[src/rtl/alu_pkg.sv]
// Shared definitions for the ALU command path: opcodes, control bit map
// and the sequencer state encoding.
package alu_pkg;

   // ALU opcodes; 3'b110 and 3'b111 are reserved and report invalid.
   localparam logic [2:0] OP_AND = 3'b000;
   localparam logic [2:0] OP_XOR = 3'b001;
   localparam logic [2:0] OP_ADD = 3'b010;
   localparam logic [2:0] OP_MUL = 3'b011;
   localparam logic [2:0] OP_SUB = 3'b100;
   localparam logic [2:0] OP_DIV = 3'b101;

   // Bit positions inside the 6-bit control word.
   localparam int CTRL_FA    = 5;
   localparam int CTRL_CIN   = 4;
   localparam int CTRL_RED_A = 3;
   localparam int CTRL_RED_B = 2;
   localparam int CTRL_BYP_A = 1;
   localparam int CTRL_BYP_B = 0;

   // Settle counter width; covers the full 1..15 settle range.
   localparam int SETTLE_CNT_W = 4;

   typedef enum logic [1:0] {
      IDLE   = 2'd0,
      SETTLE = 2'd1,
      RESP   = 2'd2
   } seq_state_t;

endpackage

[src/rtl/alu_sat_counter.sv]
// Saturating up-counter with a clear that wins over a coincident increment.
module alu_sat_counter #(
   parameter int CNT_W = 8
) (
   input  logic             clk,
   input  logic             rst,
   input  logic             inc,
   input  logic             clr,
   output logic [CNT_W-1:0] count
);

   logic [CNT_W-1:0] count_reg;

   // Clear has priority; increments stop once the counter is all-ones.
   always_ff @(posedge clk) begin
      if (rst || clr) begin
         count_reg <= '0;
      end else if (inc && (count_reg != '1)) begin
         count_reg <= count_reg + CNT_W'(1);
      end
   end

   assign count = count_reg;

endmodule

[src/rtl/alu_cmd_sequencer.sv]
// Initiator for the combinational ALU: registers one command onto the ALU
// input bus, waits SETTLE cycles, captures the result and offers it on a
// valid/ready response channel. Tracks how many results came back invalid.
module alu_cmd_sequencer
   import alu_pkg::*;
#(
   parameter int WIDTH  = 4,
   parameter int SETTLE = 2,
   parameter int CNT_W  = 8
) (
   input  logic               clk,
   input  logic               rst,
   input  logic               cmd_valid,
   output logic               cmd_ready,
   input  logic [2:0]         cmd_opcode,
   input  logic [WIDTH:0]     cmd_a,
   input  logic [WIDTH:0]     cmd_b,
   input  logic [5:0]         cmd_ctrl,
   output logic [2:0]         alu_opcode,
   output logic [WIDTH:0]     alu_A,
   output logic [WIDTH:0]     alu_B,
   output logic [5:0]         alu_ctrl,
   input  logic [2*WIDTH:0]   alu_out,
   input  logic               alu_odd_parity,
   input  logic               alu_invalid,
   output logic               rsp_valid,
   input  logic               rsp_ready,
   output logic [2*WIDTH:0]   rsp_out,
   output logic               rsp_odd_parity,
   output logic               rsp_invalid,
   output logic [CNT_W-1:0]   invalid_cnt,
   input  logic               cnt_clr,
   output logic               busy
);

   localparam logic [SETTLE_CNT_W-1:0] SETTLE_LOAD = SETTLE_CNT_W'(SETTLE - 1);

   // The SETTLE parameter shadows the enum member, so states are always
   // referenced through the package scope in this file.
   seq_state_t state_reg, state_next;

   logic [SETTLE_CNT_W-1:0] settle_cnt_reg;
   logic [2:0]              alu_opcode_reg;
   logic [WIDTH:0]          alu_a_reg;
   logic [WIDTH:0]          alu_b_reg;
   logic [5:0]              alu_ctrl_reg;
   logic [2*WIDTH:0]        rsp_out_reg;
   logic                    rsp_odd_parity_reg;
   logic                    rsp_invalid_reg;

   logic accept;
   logic capture;

   // State register.
   always_ff @(posedge clk) begin
      if (rst) begin
         state_reg <= alu_pkg::IDLE;
      end else begin
         state_reg <= state_next;
      end
   end

   // Next-state: accept moves to SETTLE, counter expiry to RESP, handshake back to IDLE.
   always_comb begin
      state_next = state_reg;
      case (state_reg)
         alu_pkg::IDLE: begin
            if (cmd_valid) state_next = alu_pkg::SETTLE;
         end
         alu_pkg::SETTLE: begin
            if (settle_cnt_reg == '0) state_next = alu_pkg::RESP;
         end
         alu_pkg::RESP: begin
            if (rsp_ready) state_next = alu_pkg::IDLE;
         end
         default: state_next = alu_pkg::IDLE;
      endcase
   end

   // Outputs and strobes decoded from the current state.
   always_comb begin
      cmd_ready = 1'b0;
      rsp_valid = 1'b0;
      busy      = 1'b0;
      accept    = 1'b0;
      capture   = 1'b0;
      case (state_reg)
         alu_pkg::IDLE: begin
            cmd_ready = !rst;
            accept    = cmd_valid && !rst;
         end
         alu_pkg::SETTLE: begin
            busy    = 1'b1;
            capture = (settle_cnt_reg == '0);
         end
         alu_pkg::RESP: begin
            busy      = 1'b1;
            rsp_valid = 1'b1;
         end
         default: begin
            busy = 1'b1;
         end
      endcase
   end

   // Datapath: command registers hold until the next accept, response
   // registers hold until the next capture, settle counter runs in SETTLE.
   always_ff @(posedge clk) begin
      if (rst) begin
         settle_cnt_reg     <= '0;
         alu_opcode_reg     <= '0;
         alu_a_reg          <= '0;
         alu_b_reg          <= '0;
         alu_ctrl_reg       <= '0;
         rsp_out_reg        <= '0;
         rsp_odd_parity_reg <= 1'b0;
         rsp_invalid_reg    <= 1'b0;
      end else begin
         if (accept) begin
            alu_opcode_reg <= cmd_opcode;
            alu_a_reg      <= cmd_a;
            alu_b_reg      <= cmd_b;
            alu_ctrl_reg   <= cmd_ctrl;
            settle_cnt_reg <= SETTLE_LOAD;
         end else if ((state_reg == alu_pkg::SETTLE) && (settle_cnt_reg != '0)) begin
            settle_cnt_reg <= settle_cnt_reg - SETTLE_CNT_W'(1);
         end
         if (capture) begin
            rsp_out_reg        <= alu_out;
            rsp_odd_parity_reg <= alu_odd_parity;
            rsp_invalid_reg    <= alu_invalid;
         end
      end
   end

   alu_sat_counter #(
      .CNT_W (CNT_W)
   ) u_invalid_cnt (
      .clk   (clk),
      .rst   (rst),
      .inc   (capture && alu_invalid),
      .clr   (cnt_clr),
      .count (invalid_cnt)
   );

   assign alu_opcode     = alu_opcode_reg;
   assign alu_A          = alu_a_reg;
   assign alu_B          = alu_b_reg;
   assign alu_ctrl       = alu_ctrl_reg;
   assign rsp_out        = rsp_out_reg;
   assign rsp_odd_parity = rsp_odd_parity_reg;
   assign rsp_invalid    = rsp_invalid_reg;

endmodule

[config.mk]
export PLATFORM = sky130hd
export DESIGN_NAME = alu_cmd_sequencer
export DESIGN_NICKNAME = d
export VERILOG_FILES = /design/src/rtl/alu_pkg.sv /design/src/rtl/alu_sat_counter.sv /design/src/rtl/alu_cmd_sequencer.sv
export SDC_FILE = /design/constraint.sdc
export NUM_CORES = 1
export LEC_CHECK = 0
export ABC_AREA = 1
export CORE_UTILIZATION = 42
export DETAILED_ROUTE_END_ITERATION = 10
export GPL_ROUTABILITY_DRIVEN = 0
export PLACE_DENSITY = 0.82
export SKIP_CTS_REPAIR_TIMING = 1
export SLEW_MARGIN = 40
export SYNTH_ARGS = -nofsm -noshare
export SYNTH_HDL_FRONTEND = slang
export SYNTH_SLANG_ARGS = --single-unit
[constraint.sdc]
create_clock -name clk -period 1.5 [get_ports clk]
set_clock_uncertainty 0.15 [all_clocks]
set_input_delay 0.3 -clock clk [delete_from_list [all_inputs] [get_ports clk]]
set_output_delay 0.3 -clock clk [all_outputs]
set_load 0.1 [all_outputs]
==> out/results.env, run 1 <==
DRT-INITIAL-DRC-COUNT=216
FLIP_FLOP_AND_LATCH_COUNT_AFTER_SYNTHESIS=44
NUMBER_OF_BUFFERS_CREATED_BY_CTS=5
WORST_SETUP_HOLD_PATH_CLK_SLEW_PS=90
CRIT_TYPE='reg2out'
PLACED_CELLS_INCL_TAPS=384
HIGHEST_LAYER='met4'
CP-STARTPOINT='state_reg[0]'
RSZ0062_AT_GRT='true'
IO_PINS=76
TIMING.HOLD.WORST.CLASS='reg2reg'
DRC_ERRORS=0
DR_WL_MET2_UM=2730
SYNTHESIZED_AREA_PER_CELL_SQ_UM=7.15
AGGREGATE_ROUTED_WIRE_LENGTH_UM=5380
LEADING_CELL_TYPES_IN_THE_LAYOUT_FILL_AND_TAPS_EXCLUDED='72 x nand2_1, 42 x buf_12, 40 x nor2_1'
GLOBALROUTETOTALUTIL=0.247
PLACE_HPWL_UM=3820
TRITONCTS='done'
RUN_STATUS='complete, but fails checks'
PLACED_AREA_SQ_UM=3180
WORSTPATHARRIVAL_PS=1200
INITIAL_UTIL=0.446
FP.DIEAREA_SQ_UM=4610
WL_MET1_UM=2230
WORSTHOLDSTART='alu_B[1]'
CORE_ROWS=23
FILLER_CELL_COUNT=248
ANTENNA_VIOLATIONS_BEFORE_REPAIR=0
SYN-INSTANCE-COUNT=255
CTS.SINK_COUNT=44
VDD_IR_DROP_MAX_mV=1.01
LARGEST_REGISTER_FF_COUNT=9
POST-ROUTE-WORST-SETUP-SLACK_PS=-146
FIRST_PASS_ITERS=4
BUFFER_PORTS.INSERTED=75
GRT_PASS1_VIAS=1973
MAX_FREQ_MHz=607
DRIVE_GT1_FRAC=0.295
TOTAL_POWER_PER_UNIT_CELL_AREA_nW_PER_UM2=1070
WORST_SETUP_PATH_END_KIND='output port'
MOSTFREQUENTLAYOUTCELL='nand2_1'
MAX-CAP-VIOLATIONS=0
DETAIL_ROUTE.VIAS_PER_CELL=4.97
CTS_MAX_LEVEL=2
SYNTH.TOP_CELL.AREA_SHARE=0.483
FINISH.NET_COUNT=385
FINAL_CORE_UTILIZATION=0.834
STANDBY_LEAKAGE_POWER_uW=0.00147
CRITICAL_PATH_PEAK_FANOUT=3
WORST-ENDPOINT-REQUIRED_PS=1050
VIAS=1982
DESIGN.CORE.AREA_SQ_UM=4090
GRT_PASS1_WL_UM=8470
LAYOUT.CELLS.NON_FILLER=399
SETUP.REG_TO_REG.WORST_SLACK_PS=0
WORST_SKEW_PAIR.LATE_LATENCY_PS=300
WL_MET3_UM=365
DIE_W_UM=67.9
CRIT_PATH_CELL_TRACE='inv_4 -> nand2_4 -> nor2_1 -> buf_4 -> buf_12'
ACTUAL_TRANSITION_AT_THE_WORST_MAX_TRANSITION_PIN_PS=274
YOSYS-TOP-CELLS-AREA='dfxtp_1 48%, nand2_1 15%, nor2_1 9.1%'
FINALCRITICALPERIOD_PS=1650
FINAL-HOLD-VIOLATION-COUNT=0
CP_SLOWEST_STAGE_DELAY_PS=370
FAILING_CHECKS='negative setup slack'
SYN-NUM-NETS=292
WORST_R2R_STARTPOINT='settle_cnt_reg[1]'
FINAL_MAX_SLEW_VIOL_COUNT=0
SYNTHESIZED_CELL_AREA_SQ_UM=1820
SLOWEST_STAGE='dfxtp_4'
TIMING.CRITICAL_PATH.FROM_TYPE='flop'
GRT_OVERFLOW_TOTAL=0
SYN2LAYOUT_AREA_GROWTH_PCT=87.0
CLOCKBUFFERDEPTH=2
ANTENNADIODECOUNT=0
YOSYSWARNINGCOUNT=0
TIMING.MAX_SLEW.REL_SLACK=0.817
SYNTH.LIB_CELLS_USED.DISTINCT=22
SYNTH_SEQ_AREA_SHARE=0.483
CLOCK_TREE.ROOT_CELL='clkbuf_8'
DETAIL-ROUTE-ANTENNA-NETS=0
DRT-WIRELENGTH-PER-CELL_UM=13.5
FIN_AREA_SQ_UM=3410
SYNTH.LARGEST_AREA_CELL='dfxtp_1'
DIE_H_UM=67.9
GRT_START_MAX_NET_PINS=21
FINALSETUPVIOLCOUNT=2
MIN_PERIOD_OVER_PERIOD=1.10
## layer usage
layer	vias up	GRT usage
met1	915	0.271
met3	7	0.0800
li1	991	-
met4	0	0.0964
met5	-	0
met2	69	0.438
## layout make-up
| type | count | area (sq um) | area share |
|---|---|---|---|
| Sequential cell | 44 | 907 | 0.266 |
| Tap cell | 50 | 62.6 | 0.0183 |
| Multi-Input combinational cell | 184 | 915 | 0.268 |
| Clock buffer | 5 | 68.8 | 0.0202 |
| Inverter | 18 | 72.6 | 0.0213 |
| Timing Repair Buffer | 95 | 1340 | 0.394 |
| Clock inverter | 3 | 41.3 | 0.0121 |
## per-stage QoR
stage	TNS, ps	hold WS, ps	setup WS, ps	total power (uW)
5_1_grt	-644	362	-183	3790
6_report	-250	334	-146	3640
3_5_place_dp	-2730	324	-175	2690
2_1_floorplan	-116	219	-71.9	2130
4_1_cts	-371	337	-198	3600
3_3_place_gp	-1060	314	-103	2670
## cell usage after synthesis (all sizes together)
cell,number
nand3b,1
nand2,76
a21oi,10
dfxtp,44
buf,6
inv,18
xor2,2
nand4,6
xnor2,1
nand3,26
ha,2
a31oi,1
nor2,48
o21ai,11
clkbuf,3
## power breakdown
group | total (uW) | switching (uW) | internal (uW)
Combinational | 1390 | 855 | 534
Clock | 914 | 420 | 494
Sequential | 1340 | 94.0 | 1250
## critical path, delay by kind of cell, from the launching register on
kind	cells	cell delay, ps
buffers and inverters	3	380
and+or+nand+nor	2	150
DFF	1	370
## final timing paths
path                                               end  cells after the start
worst max-delay path                         cmd_ready                      5
worst min-delay path                          alu_B[1]                      2
worst max register to register  u_invalid_cnt.count[3]                      8
worst min register to register                alu_B[1]                      2
## kinds of logic after synthesis
group,count (synthesis),synth area share
xor gates and xnor gates,3,0.0144
buffers and inverters,27,0.0611
adders and majority gates,2,0.0137
DFF,44,0.483
AOI/OAI and AO/OA,22,0.0611
and+or+nand+nor,157,0.367
(Power assumes the default switching activity.)
==> run 2: changes to the inputs <==
- CORE_UTILIZATION: 42 -> 40
- HOLD_SLACK_MARGIN: default -> 0.02
- PLACE_DENSITY: 0.82 -> 0.78
- SYNTH_HIERARCHICAL: default -> 1
==> run 2 against run 1 <==
  * Sequential cell count unchanged
  * Core utilization shrank 5.4 points
  * Die area up 8.8%
  * Largest cell class unchanged
  * The flow still finishes with violations (negative setup slack)
  * Cell count fell by 0.50%
  * Cell area up 1.7%
  * Total power up 4.8%
  * Sequential power hardly changed
  * Sequential share of layout area fell by 0.20 points
  * Via count is 0.55% higher
  * Fmax increased by 2.2%
==> out/results.env, run 2 <==
YOSYSWARNINGCOUNT=6  # +6
YOSYS-TOP-CELLS-AREA='dfxtp_1 46%, nand3_1 12%, nand2_1 11%'
STANDBY_LEAKAGE_POWER_uW=0.00151  # +2.7%
RSZ0062_AT_GRT='true'
WORSTPATHARRIVAL_PS=1160  # -40 ps
CRITICAL_PATH_PEAK_FANOUT=3  # unchanged
RUN_STATUS='complete, but fails checks'
BUFFER_PORTS.INSERTED=75  # unchanged
SYNTH-EDFF-COUNT=0  # unchanged
GRT_PASS1_VIAS=1945  # -1.4%
FIRST_PASS_ITERS=7  # +3
TIMING.MAX_SLEW.REL_SLACK=0.819  # +0.00162
YOSYS_MOST_USED_DFF='dfxtp_1'
CRITICAL_PATH.N_BUFFERS_INVERTERS=2  # -1
WORST_SKEW_PAIR.LATE_LATENCY_PS=300  # about the same
SWITCHING_POWER_uW=1550  # +13%
SYNTHTOPCELLSBYCOUNT='53 x nand2_1, 44 x dfxtp_1, 44 x nand3_1'
DRC_ERRORS=0  # unchanged
FIN_HOLD_WS_PS=363  # +29.6 ps
SW_FRAC_OF_TOTAL=0.405  # +0.0295
SYNTH.LIB_CELLS_USED.DISTINCT=28  # +27%
TIMING.CRITICAL_PATH.FROM_TYPE='input pin'
GRT_PASS1_WL_UM=8540  # +0.82%
MOSTFREQUENTLAYOUTCELL='nand2_1'
SYNTHESIZED_AREA_PER_CELL_SQ_UM=7.58  # +6.0%
DIE_W_UM=70.8  # +4.3%
SYNTH.TOP_CELL.AREA_SHARE=0.465  # -0.0182
CRIT_TYPE='in2out'
PLACE_HPWL_UM=3740  # -2.1%
WORST_R2R_PATH_DEPTH=11  # +3
IO_PINS=76  # unchanged
POWER.CLOCK.FRACTION=0.206  # -0.045
TRITONCTS='done'
DETAIL-ROUTE-ANTENNA-NETS=0  # unchanged
POST-ROUTE-WORST-SETUP-SLACK_PS=-111  # +35.1 ps
AGGREGATE_ROUTED_WIRE_LENGTH_UM=5290  # -1.6%
SLOWEST_STAGE='clkdlybuf4s50_1'
RR_ENDPOINT='u_invalid_cnt/count[4]'
FINAL-HOLD-VIOLATION-COUNT=0  # unchanged
WORST_R2R_STARTPOINT='settle_cnt_reg[0]'
INTERNAL-POWER_uW=2270  # -0.12%
WORST-ENDPOINT-REQUIRED_PS=1050  # about the same
SEQUENTIAL_POWER_SHARE=0.359  # -0.009
TIMING.HOLD.WORST.CLASS='reg2reg'
CORE_ROWS=24  # +4.3%
MAX-CAP-VIOLATIONS=0  # unchanged
TOTAL_POWER_PER_UNIT_CELL_AREA_nW_PER_UM2=1100  # +3.1%
DRT-INITIAL-DRC-COUNT=97  # -55%
INITIAL_UTIL=0.426  # -0.0199
ACTUAL_TRANSITION_AT_THE_WORST_MAX_TRANSITION_PIN_PS=271  # -2.09 ps
GRT_START_MAX_NET_PINS=23  # +9.5%
HOLD-PATH-ENDPOINT='alu_ctrl[3]'
NUMBER_OF_BUFFERS_CREATED_BY_CTS=5  # unchanged
SYNTH_SEQ_AREA_SHARE=0.465  # -0.0182
DESIGN.CORE.AREA_SQ_UM=4440  # +8.8%
FINISH.NET_COUNT=381  # -1.0%
FAMILY_WITH_THE_MOST_DELAY_ON_THE_WORST_PATH='buffers and inverters'
ANTENNADIODECOUNT=0  # unchanged
CTS_MAX_LEVEL=2  # unchanged
DRT-WIRELENGTH-PER-CELL_UM=13.3  # -1.1%
VIAS=1993  # +0.55%
FINALSETUPVIOLCOUNT=8  # +6
FLIP_FLOP_AND_LATCH_COUNT_AFTER_SYNTHESIS=44  # unchanged
CLOCK_TREE.ROOT_CELL='clkbuf_8'
MAX_FREQ_MHz=621  # +2.2%
CP_SLOWEST_STAGE_DELAY_PS=490  # +120 ps
LARGEST_REGISTER_FF_COUNT=9  # unchanged
SYN2LAYOUT_AREA_GROWTH_PCT=83.1
HOLDPATHSTAGES=2  # unchanged
SETUP_TOTAL_NEGATIVE_SLACK_PS=-582  # -333 ps
LEADING_CELL_TYPES_IN_THE_LAYOUT_FILL_AND_TAPS_EXCLUDED='46 x nand2_1, 43 x nand3_1, 42 x buf_12'
ASYNC_RESET_FF_FRAC=0  # unchanged
WORST_SETUP_HOLD_PATH_CLK_SLEW_PS=80  # about the same
POWER.COMBINATIONAL.FRACTION=0.435  # +0.054
SYNTH.LARGEST_AREA_CELL='dfxtp_1'
FINAL_CORE_UTILIZATION=0.780  # -0.0539
ANTENNA_VIOLATIONS_BEFORE_REPAIR=0  # unchanged
SETUP.REG_TO_REG.WORST_SLACK_PS=-60  # -60 ps
POWER_AFTER_LAYOUT_uW=3820  # +4.8%
FAILING_CHECKS='negative setup slack'
FINALCRITICALPERIOD_PS=1610  # -35.1 ps
SYNTHESIZED_CELL_AREA_SQ_UM=1890  # +3.9%
SYN-INSTANCE-COUNT=250  # -2.0%
GRT_OVERFLOW_TOTAL=0  # unchanged
WORST_SETUP_PATH_END_KIND='output port'
DRIVE_GT1_FRAC=0.380  # +0.0846
MIN_PERIOD_OVER_PERIOD=1.07  # -0.0234
CLOCKBUFFERDEPTH=2  # unchanged
PLACEMENT.SETUP.WORST_SLACK_PS=-150  # +24.5 ps
DETAIL_ROUTE.VIAS_PER_CELL=5.02  # +1.1%
SYN-NUM-NETS=287  # -1.7%
DIE_H_UM=70.8  # +4.3%
VDD_IR_DROP_MAX_mV=0.785  # -22%
WORSTHOLDSTART='alu_ctrl[3]'
CRIT_PATH_CELL_TRACE='clkdlybuf4s50_1 -> nor2_4 -> buf_12'
YOSYSMOSTFREQUENTCELL='nand2_1'
FINAL_MAX_SLEW_VIOL_COUNT=0  # unchanged
CTS.SINK_COUNT=44  # unchanged
GLOBALROUTETOTALUTIL=0.216  # -0.0312
FP.DIEAREA_SQ_UM=5010  # +8.8%
## run 2: how the worst max path moves through the flow
stage,start,to,slack [ps],cells past startpoint
4_1_cts,state_reg[0],cmd_ready,-250,4
3_3_place_gp,rst,cmd_ready,-120,3
2_1_floorplan,u_invalid_cnt/count[0],u_invalid_cnt/count[5],-40,7
6_report,rst,cmd_ready,-110,3
3_5_place_dp,alu_invalid,u_invalid_cnt/count[6],-150,8
5_1_grt,settle_cnt_reg[0],u_invalid_cnt/count[3],-220,14
## run 2: worst reg2reg max path: cells and delay by family, from the launching register on
kind                     cells  cell delay [ps]
AND/OR/NAND/NOR              8              700
flip-flops                   1              330
adder cells (fa/ha/maj)      1              150
buffers and inverters        2              150
## run 2: layer usage
layer,global-route usage,share of wire,up-vias
met3,0.0983,0.088,8
met1,0.242,0.39,924
met4,0.0844,0.014,0
met5,0,0,-
li1,-,-,987
met2,0.359,0.51,74
## run 2: kinds of logic after synthesis
group,synth area share
flip-flops,0.465
adder cells (fa/ha/maj),0.0132
AND/OR/NAND/NOR,0.366
AO/OA/AOI/OAI,0.0674
buffers and inverters,0.0839
XOR/XNOR,0.00462
## run 2: metrics by stage
stage / instance area, sq um / cells
2_1_floorplan: 2000 / 250
5_1_grt: 3470 / 397
3_5_place_dp: 3290 / 383
4_1_cts: 3380 / 391
3_3_place_gp: 3290 / 383
6_report: 3470 / 397
## run 2: final cells by class
| cell class | instances | area (sq um) |
|---|---|---|
| repair buffers | 99 | 1360 |
| fillers | 280 | 976 |
| multi-input cells | 175 | 958 |
| flip-flops and latches | 44 | 916 |
| clock buffers | 7 | 86.3 |
| inverters | 19 | 78.8 |
| well taps | 52 | 65.1 |
| clock inverters | 1 | 6.26 |
## run 2: power by group through the flow
stage          registers [uW]  clock network, uW  logic [uW]
6_report                 1370                787        1660
5_1_grt                  1380                850        1720
4_1_cts                  1370                798        1620
3_5_place_dp             1390                  0        1610
3_3_place_gp             1390                  0        1590
2_1_floorplan            1960                  0         388
==> run 3: changes to the inputs <==
- CTS_CLUSTER_SIZE: default -> 28
==> results of run 3 <==
Final layout, timing and power as in run 2 (identical DEF).
